===== src/rtl/aead_pkg.sv =====
// Shared types and widths for the AEAD stream packer and its word accumulator.
package aead_pkg;

   localparam int unsigned WORDS_PER_BLK = 16;
   localparam int unsigned WORD_W        = 32;
   localparam int unsigned BLK_W         = 512;
   localparam int unsigned KEY_W         = 256;
   localparam int unsigned NONCE_W       = 96;
   localparam int unsigned IDX_W         = $clog2(WORDS_PER_BLK);

   typedef enum logic [2:0] {
      StIdle,
      StInit,
      StFill,
      StIssue,
      StWait,
      StFinal
   } state_e;

endpackage


===== src/rtl/aead_word_accum.sv =====
// Sixteen-word block accumulator: word k lands at data[BLK_W-1-WORD_W*k -: WORD_W].
module aead_word_accum
   import aead_pkg::*;
(
   input  logic              clk,
   input  logic              rst,
   input  logic              clear,
   input  logic              wr_en,
   input  logic [WORD_W-1:0] wr_data,
   output logic              full,
   output logic [BLK_W-1:0]  data
);

   logic [IDX_W-1:0] idx_q;
   logic [BLK_W-1:0] data_q;

   always_ff @(posedge clk) begin
      if (!rst) begin
         idx_q  <= '0;
         data_q <= '0;
      end else if (clear) begin
         idx_q  <= '0;
         data_q <= '0;
      end else if (wr_en) begin
         idx_q <= idx_q + 1'b1;
         for (int k = 0; k < WORDS_PER_BLK; k++) begin
            if (idx_q == IDX_W'(k)) begin
               data_q[BLK_W-1-WORD_W*k -: WORD_W] <= wr_data;
            end
         end
      end
   end

   // High while the next write completes the block.
   assign full = (idx_q == IDX_W'(WORDS_PER_BLK - 1));
   assign data = data_q;

endmodule


===== src/rtl/aead_stream_packer.sv =====
// Packs a 32-bit word stream into 512-bit blocks and sequences the cipher core.
// Optional ready-timeout watchdog enabled by defining PACKER_TIMEOUT_EN.
module aead_stream_packer
   import aead_pkg::*;
#(
   parameter int unsigned READY_TIMEOUT = 4096
) (
   input  logic               clk,
   input  logic               rst,
   input  logic               start,
   input  logic [KEY_W-1:0]   cfg_key,
   input  logic [NONCE_W-1:0] cfg_nonce,
   input  logic               cfg_encdec,
   input  logic               s_valid,
   output logic               s_ready,
   input  logic [WORD_W-1:0]  s_data,
   input  logic               s_last,
   output logic               core_init,
   output logic               core_next,
   output logic               core_done,
   output logic               core_encdec,
   output logic [KEY_W-1:0]   core_key,
   output logic [NONCE_W-1:0] core_nonce,
   output logic [BLK_W-1:0]   core_data,
   input  logic               core_ready,
   output logic               busy,
   output logic [15:0]        blk_count,
   output logic               err_timeout
);

   state_e             state_q, state_d;
   logic [KEY_W-1:0]   key_q;
   logic [NONCE_W-1:0] nonce_q;
   logic               encdec_q;
   logic [15:0]        blk_count_q;
   logic               last_q;
   logic               skip_q;
   logic               acc_clear, acc_wr, acc_full;
   logic               start_acc;
   logic               timeout_hit;

   assign start_acc = (state_q == StIdle) && start;

   aead_word_accum u_accum (
      .clk     (clk),
      .rst     (rst),
      .clear   (acc_clear),
      .wr_en   (acc_wr),
      .wr_data (s_data),
      .full    (acc_full),
      .data    (core_data)
   );

   always_comb begin
      state_d   = state_q;
      core_init = 1'b0;
      core_next = 1'b0;
      core_done = 1'b0;
      acc_clear = 1'b0;
      acc_wr    = 1'b0;
      s_ready   = 1'b0;
      case (state_q)
         StIdle: begin
            if (start) begin
               acc_clear = 1'b1;
               state_d   = StInit;
            end
         end
         StInit: begin
            if (core_ready) begin
               core_init = 1'b1;
               state_d   = StFill;
            end
         end
         StFill: begin
            s_ready = 1'b1;
            if (s_valid) begin
               acc_wr = 1'b1;
               if (s_last || acc_full) state_d = StIssue;
            end
         end
         StIssue: begin
            if (core_ready) begin
               core_next = 1'b1;
               state_d   = StWait;
            end
         end
         StWait: begin
            // First WAIT cycle is skipped so the core can drop ready after core_next.
            if (!skip_q && core_ready) begin
               if (last_q) begin
                  state_d = StFinal;
               end else begin
                  acc_clear = 1'b1;
                  state_d   = StFill;
               end
            end
         end
         StFinal: begin
            core_done = 1'b1;
            state_d   = StIdle;
         end
         default: state_d = StIdle;
      endcase
      if (timeout_hit) state_d = StIdle;
   end

   always_ff @(posedge clk) begin
      if (!rst) begin
         state_q     <= StIdle;
         key_q       <= '0;
         nonce_q     <= '0;
         encdec_q    <= 1'b0;
         blk_count_q <= '0;
         last_q      <= 1'b0;
         skip_q      <= 1'b0;
      end else begin
         state_q <= state_d;
         skip_q  <= core_next;
         if (start_acc) begin
            key_q       <= cfg_key;
            nonce_q     <= cfg_nonce;
            encdec_q    <= cfg_encdec;
            blk_count_q <= '0;
            last_q      <= 1'b0;
         end else begin
            if (core_next && (blk_count_q != 16'hFFFF)) blk_count_q <= blk_count_q + 16'd1;
            if (acc_wr && s_last) last_q <= 1'b1;
         end
      end
   end

`ifdef PACKER_TIMEOUT_EN
   localparam int unsigned TW = (READY_TIMEOUT > 1) ? $clog2(READY_TIMEOUT) : 1;

   logic [TW-1:0] timer_q;
   logic          err_q;
   logic          stalled;

   assign stalled     = (state_q inside {StInit, StIssue, StWait}) && !core_ready;
   assign timeout_hit = stalled && (timer_q == TW'(READY_TIMEOUT - 1));

   always_ff @(posedge clk) begin
      if (!rst) begin
         timer_q <= '0;
         err_q   <= 1'b0;
      end else begin
         timer_q <= (stalled && !timeout_hit) ? timer_q + 1'b1 : '0;
         if (start_acc) err_q <= 1'b0;
         else if (timeout_hit) err_q <= 1'b1;
      end
   end

   assign err_timeout = err_q;
`else
   assign timeout_hit = 1'b0;
   assign err_timeout = 1'b0;
`endif

   assign busy        = (state_q != StIdle);
   assign blk_count   = blk_count_q;
   assign core_key    = key_q;
   assign core_nonce  = nonce_q;
   assign core_encdec = encdec_q;

endmodule


===== config.mk =====
export PLATFORM = sky130hd
export DESIGN_NAME = aead_stream_packer
export DESIGN_NICKNAME = d
export VERILOG_FILES = /design/src/rtl/aead_pkg.sv /design/src/rtl/aead_word_accum.sv /design/src/rtl/aead_stream_packer.sv
export SDC_FILE = /design/constraint.sdc
export NUM_CORES = 2
export LEC_CHECK = 0
export BUFFER_PORTS_ARGS = -buffer_cell sky130_fd_sc_hd__buf_2
export CAP_MARGIN = 20
export CORE_AREA = 4 4 494 496
export CTS_CLUSTER_DIAMETER = 150
export DETAILED_ROUTE_END_ITERATION = 16
export DIE_AREA = 0 0 498 500
export SLEW_MARGIN = 40
export SYNTH_ARGS = -nofsm -noshare
export SYNTH_HDL_FRONTEND = slang
export SYNTH_SLANG_ARGS = --single-unit
export TNS_END_PERCENT = 100

===== constraint.sdc =====
create_clock -name clk -period 2.94 [get_ports clk]
set_clock_uncertainty 0.2 [all_clocks]
set_input_delay 0.147 -clock clk [delete_from_list [all_inputs] [get_ports clk]]
set_output_delay 0.147 -clock clk [all_outputs]
set_load 0.02 [all_outputs]

Word-level counts from Yosys, hierarchy flattened
Cells that the tools add are included.

storage, ports and cells
  word-level logic and storage cells = 101
  register bits = 890
  bits of input ports = 391
  output and inout port bits = 887

cells by class
  bitwise gates (word level) = 1
  eq/ne operators = 27
  reduce and logical (&&, ||, !) cells = 28
  muxes and demuxes = 19
  add/sub/neg operators = 2

operator list
  kind                   number
  $eq 4x4->1 const B     8
  $reduce_and 2->1       16
  $mux 3                 7
  $add 16x1->16 const B  1
  $eq 4x3->1 const B     4
  $ne 16x16->1 const B   1
  $pmux 3 s5             1
  $ne 2x2->1 const B     6
  $mux 1                 10
  $eq 4x2->1 const B     2
  $eq 3x2->1 const B     2
  $eq 3x3->1 const B     2
  $reduce_and 6->1       1
  $add 4x1->4 const B    1
  $eq 4x1->1 const B     1
  $logic_and 1x1->1      4
  $logic_not 4->1        1
  $reduce_or 2->1        2
  $eq 3x1->1 const B     1
  $logic_not 3->1        1
  $reduce_bool 3->1      1
  $pmux 1 s2             1
  $logic_not 1->1        1
  $logic_or 1x1->1       1
  $not 1->1              1

Logic depth before layout (Yosys ltp)
  depth in word-level cells = 5
  gate-level depth with buffers = 8
  gate-level depth less buffers = 6

Modules after synthesis
A second synthesis with hierarchy kept.

unflattened totals
  cell total of the unflattened synthesis = 3495
  area total of the unflattened synthesis = 35121.2 µm²

by module, submodules not included
  module              times used  cells an instance  area each (µm²)  sequential area each (µm²)
  aead_word_accum     1           1822               21023.9          10329.9
  aead_stream_packer  1           1673               14097.3          7487.2

Worst setup path after synthesis
Ideal clock, no wire load.

  path type = reg-to-reg
  start = register blk_count_q[0] (netlist: blk_count[0])
  end = register blk_count_q[10] (netlist: blk_count[10])
  data required time = 2.670 ns
  stages on the path, launching flop included = 7
  setup slack = 0.779 ns
  path buffers = 1
  period minus slack after synthesis = 2.161 ns
  arrival time = 1.891 ns
  setup time = 0.070 ns
  cell sequence = dfxtp_1 > ha_1 > nand2_1 > or4_1 > buf_2 > or4_1 > a21oi_1

on the way
  longest elaborated chain between the ends = 2
  elaborated cells between the ends (all ways) = 3
  those cells by class = 1 x add/sub; 1 x eq/ne; 1 x reduce/logical

RTL lines
  element                                                                line                       text
  from (decl)                                                            aead_stream_packer.sv:35   logic [15:0] blk_count_q;
  from (signal assigned)                                                 aead_stream_packer.sv:127  if (core_next && (blk_count_q != 16'hFFFF)) blk_count_q <= blk_count_q + 16'd1;
  parallel branches: the longest is 2 deep, another holds $add 16x1->16  n/a

Several ways; the timed one is not identified.
A chain may end at the register's enable or synchronous reset.

Worst setup path in the final report
  start = register state_q[2]
  end = register key_q[238] (netlist: core_key[238])

on the way
  longest elaborated chain between the ends = 2

RTL lines
  element                 line                       text
  from (decl)             aead_stream_packer.sv:31   state_e state_q, state_d;
  from (signal assigned)  aead_stream_packer.sv:110  state_q <= StIdle;
  from (signal assigned)  aead_stream_packer.sv:118  state_q <= state_d;
  $logic_not 3->1         aead_stream_packer.sv:42   assign start_acc = (state_q == StIdle) && start;
  $logic_and 1x1->1       aead_stream_packer.sv:42
  to (signal assigned)    aead_stream_packer.sv:121  key_q <= cfg_key;
  to (decl)               aead_stream_packer.sv:32   logic [KEY_W-1:0] key_q;

Every way passes these cells.

==> results.cfg <==
[run_status]
status = finished, final reports clean

[synth]
ys.flop_type = dfxtp_1
synth_nets = 4423
yosysMostFrequentCell = nand2_1
ys_top_cells_by_area = dfxtp_1 57%, nand2_1 21%, a21oi_1 14%
synthCells = 4027
synth_common_cells = 1742 x nand2_1, 890 x dfxtp_1, 885 x a21oi_1
synth-compound-area-share_pct = 14.8
synth_enable_flop_cells = 0
syn_avg_cell_area_um2 = 7.74
synth_top_family_by_area = simple AND/OR/NAND/NOR gates
ys_seq_area_share_pct = 57.1
synth_warnings = 0
yosys_register_bits = 890
async_flop_share_pct = 0
synth_top_cell_area_share_pct = 57.1
yosysTopAreaCell = dfxtp_1
synth.area.mux_share_pct = 0
syn_area_mm2 = 0.0312
synthAdderAreaFrac_pct = 0.201
synthSimpleGateAreaFrac_pct = 23.0
yosys.area_share.xor_xnor_pct = 0.0562
ys_types = 41

[grt]
grt_pass1_vias = 34609
grt.overflow.total = 0
grtUsageTotal_pct = 16.4
antenna_found_initial = 87
grt_pass1_wl_um = 287000
grt_max_degree = 153

[cells_and_area]
drive_gt1_share_pct = 25.8
fin_nets = 6445
area_growth_pct = 72.7

[floorplanning]
die_h_um = 500
core_area_mm2 = 0.240
die_x_um = 498
start_util_pct = 13.0
io_pins = 1278
core.rowCount = 180
dieArea_mm2 = 0.249

[clock_tree]
root_buffer = clkbuf_16
clk_path_buf_depth = 3
cts_buffers = 105
cts.clk_slew.worst_paths_ns = 0.06
clkSinkCount = 890
clk_latency_ns = 0.75
cts_max_level = 3
cts_tree = built

[critical_path]
cp-end-kind = flop
cp_data_arrival_time_ns = 3.24
worst-setup-path-type = flop to flop
cp.required_ns = 3.43
startpoint_type = flop
crit_path_max_fanout = 25

[sta]
hold_slack_ns = 0.0929
setup_viol = 0
post-route-period-util_pct = 93.7
worst_slew_pin_slew_ns = 0.949
hold_viol_final = 0
maxSlewHeadroom_pct = 36.7
clock.fmax_mhz = 363
slew_violations = 0
setup_tns_ns = 0
fin_crit_ns = 2.75
grt_setup_unrepaired = no

[flow_run]
maxCapViolCount = 0

[min_path]
hold_path_class = input pin to flop

[route]
drc_errors = 0
highest_layer = met5
wirelength_um = 214000
detail_route.wl_per_cell_um = 22.9
vias_per_cell = 3.85
ant_nets = 0
wl_met3_um = 20700
drt_iter0_markers = 2430
vias = 36047
dr.pass1.iters = 7
wl_met2_um = 101000
wl_met1_um = 79100

[power_and_ir_drop]
p_leak_nw = 22.4
p_per_area_mw_per_mm2 = 595
ir_drop_uv = 497

[place]
port_buffers = 1276
place_congestion = 0.877
dpl.hpwl_um = 164000
worst paths after layout:
check / start / to / slack, ns / depth (start not counted)
worst min register to register: u_accum.data[305] / u_accum.data[305] / 0.25 / 2
worst max-delay path: state_q[2] / core_key[238] / 0.19 / 6
worst min-delay path: cfg_key[122] / core_key[122] / 0.09 / 4
worst max register to register: state_q[2] / core_key[238] / 0.19 / 6
worst max-delay path, stage by stage (launching register included):
cell and delay (ns):
dfxtp_2 0.41, nor4b_4 0.38, buf_12 0.29, nand2_1 0.09, dlygate4sd3_1 0.56, a21oi_1 0.15
dlygate4sd3_1 0.60
cells in the final DEF (no fill, tap or decap), types with 5 or more instances in the layout:
cell              n
inv_6             5
ha_1              5
diode_2          44
buf_4            79
buf_2          1274
nand4_1           6
inv_1            11
or4_1             9
clkinv_2         11
o31ai_1           9
nand3_2          12
dfxtp_1         887
nand2_1        1741
clkinvlp_4        6
a21oi_1         885
clkbuf_16       105
o21ai_0           5
and3_2           12
clkbuf_1         29
clkbuf_8         21
dlygate4sd3_1   899
bufinv_16         5
buf_12           25
nand3_1           5
nor2_1           17
final cells by class:
cell class	instances	area (µm²)
Timing Repair Buffer	2277	16500
Fill cell	26593	186000
Inverter	13	56.3
Multi-Input combinational cell	2762	12000
Sequential cell	890	17800
Clock buffer	155	3030
Antenna cell	44	110
Clock inverter	35	398
Tap cell	3185	3990
kinds of logic after synthesis:
kind of cell	count (synthesis)
simple gates	1844
compound gates	910
flops	890
buf+inv	375
fa+ha+maj	5
xor+xnor	2
other cells	1
power by group:
| part | switching (mW) | internal [mW] |
|---|---|---|
| logic | 3.78 | 2.07 |
| clock network | 5.72 | 7.57 |
| registers | 0.291 | 12.6 |
| total | 9.79 | 22.2 |
registers in the layout (all words and copies together) (netlist names):
| register | count |
|---|---|
| u_accum.data | 512 |
| skip_q | 1 |
| state_q | 3 |
| core_encdec | 1 |
| core_nonce | 96 |
| last_q | 1 |
| core_key | 256 |
| u_accum.idx_q | 4 |
| blk_count | 16 |
timing repair:
| action | in CTS | in global routing |
|---|---|---|
| gates resized for setup | 0 | 4 |
| hold endpoints to repair | 890 | 0 |
| setup endpoints to repair | 0 | 25 |
| setup buffers | 0 | 0 |
| hold buffers | 899 | 0 |
metrics by stage:
| stage | cell area [µm²] | cells | worst slack (ns) | util, % | power [mW] |
|---|---|---|---|---|---|
| after floorplan | 31200 | 4027 | 0.779 | - | 15.4 |
| final | 53800 | 9361 | 0.185 | 22.5 | 32.0 |
| after CTS | 53700 | 9317 | 0.105 | 22.4 | 32.5 |
| after detailed placement | 41300 | 8228 | 0.398 | 17.2 | 17.9 |
| after global placement | 41300 | 8227 | 0.457 | 17.2 | 17.8 |
| after global routing | 53800 | 9339 | 0.0590 | 22.4 | 33.4 |
routing by layer:
metal / up-vias / track usage (%)
met5: - / 0
met4: 42 / 9.07
met3: 406 / 6.22
met2: 1662 / 27.5
met1: 16882 / 17.9
li1: 17055 / -
Power figures use the tool's default switching activity.
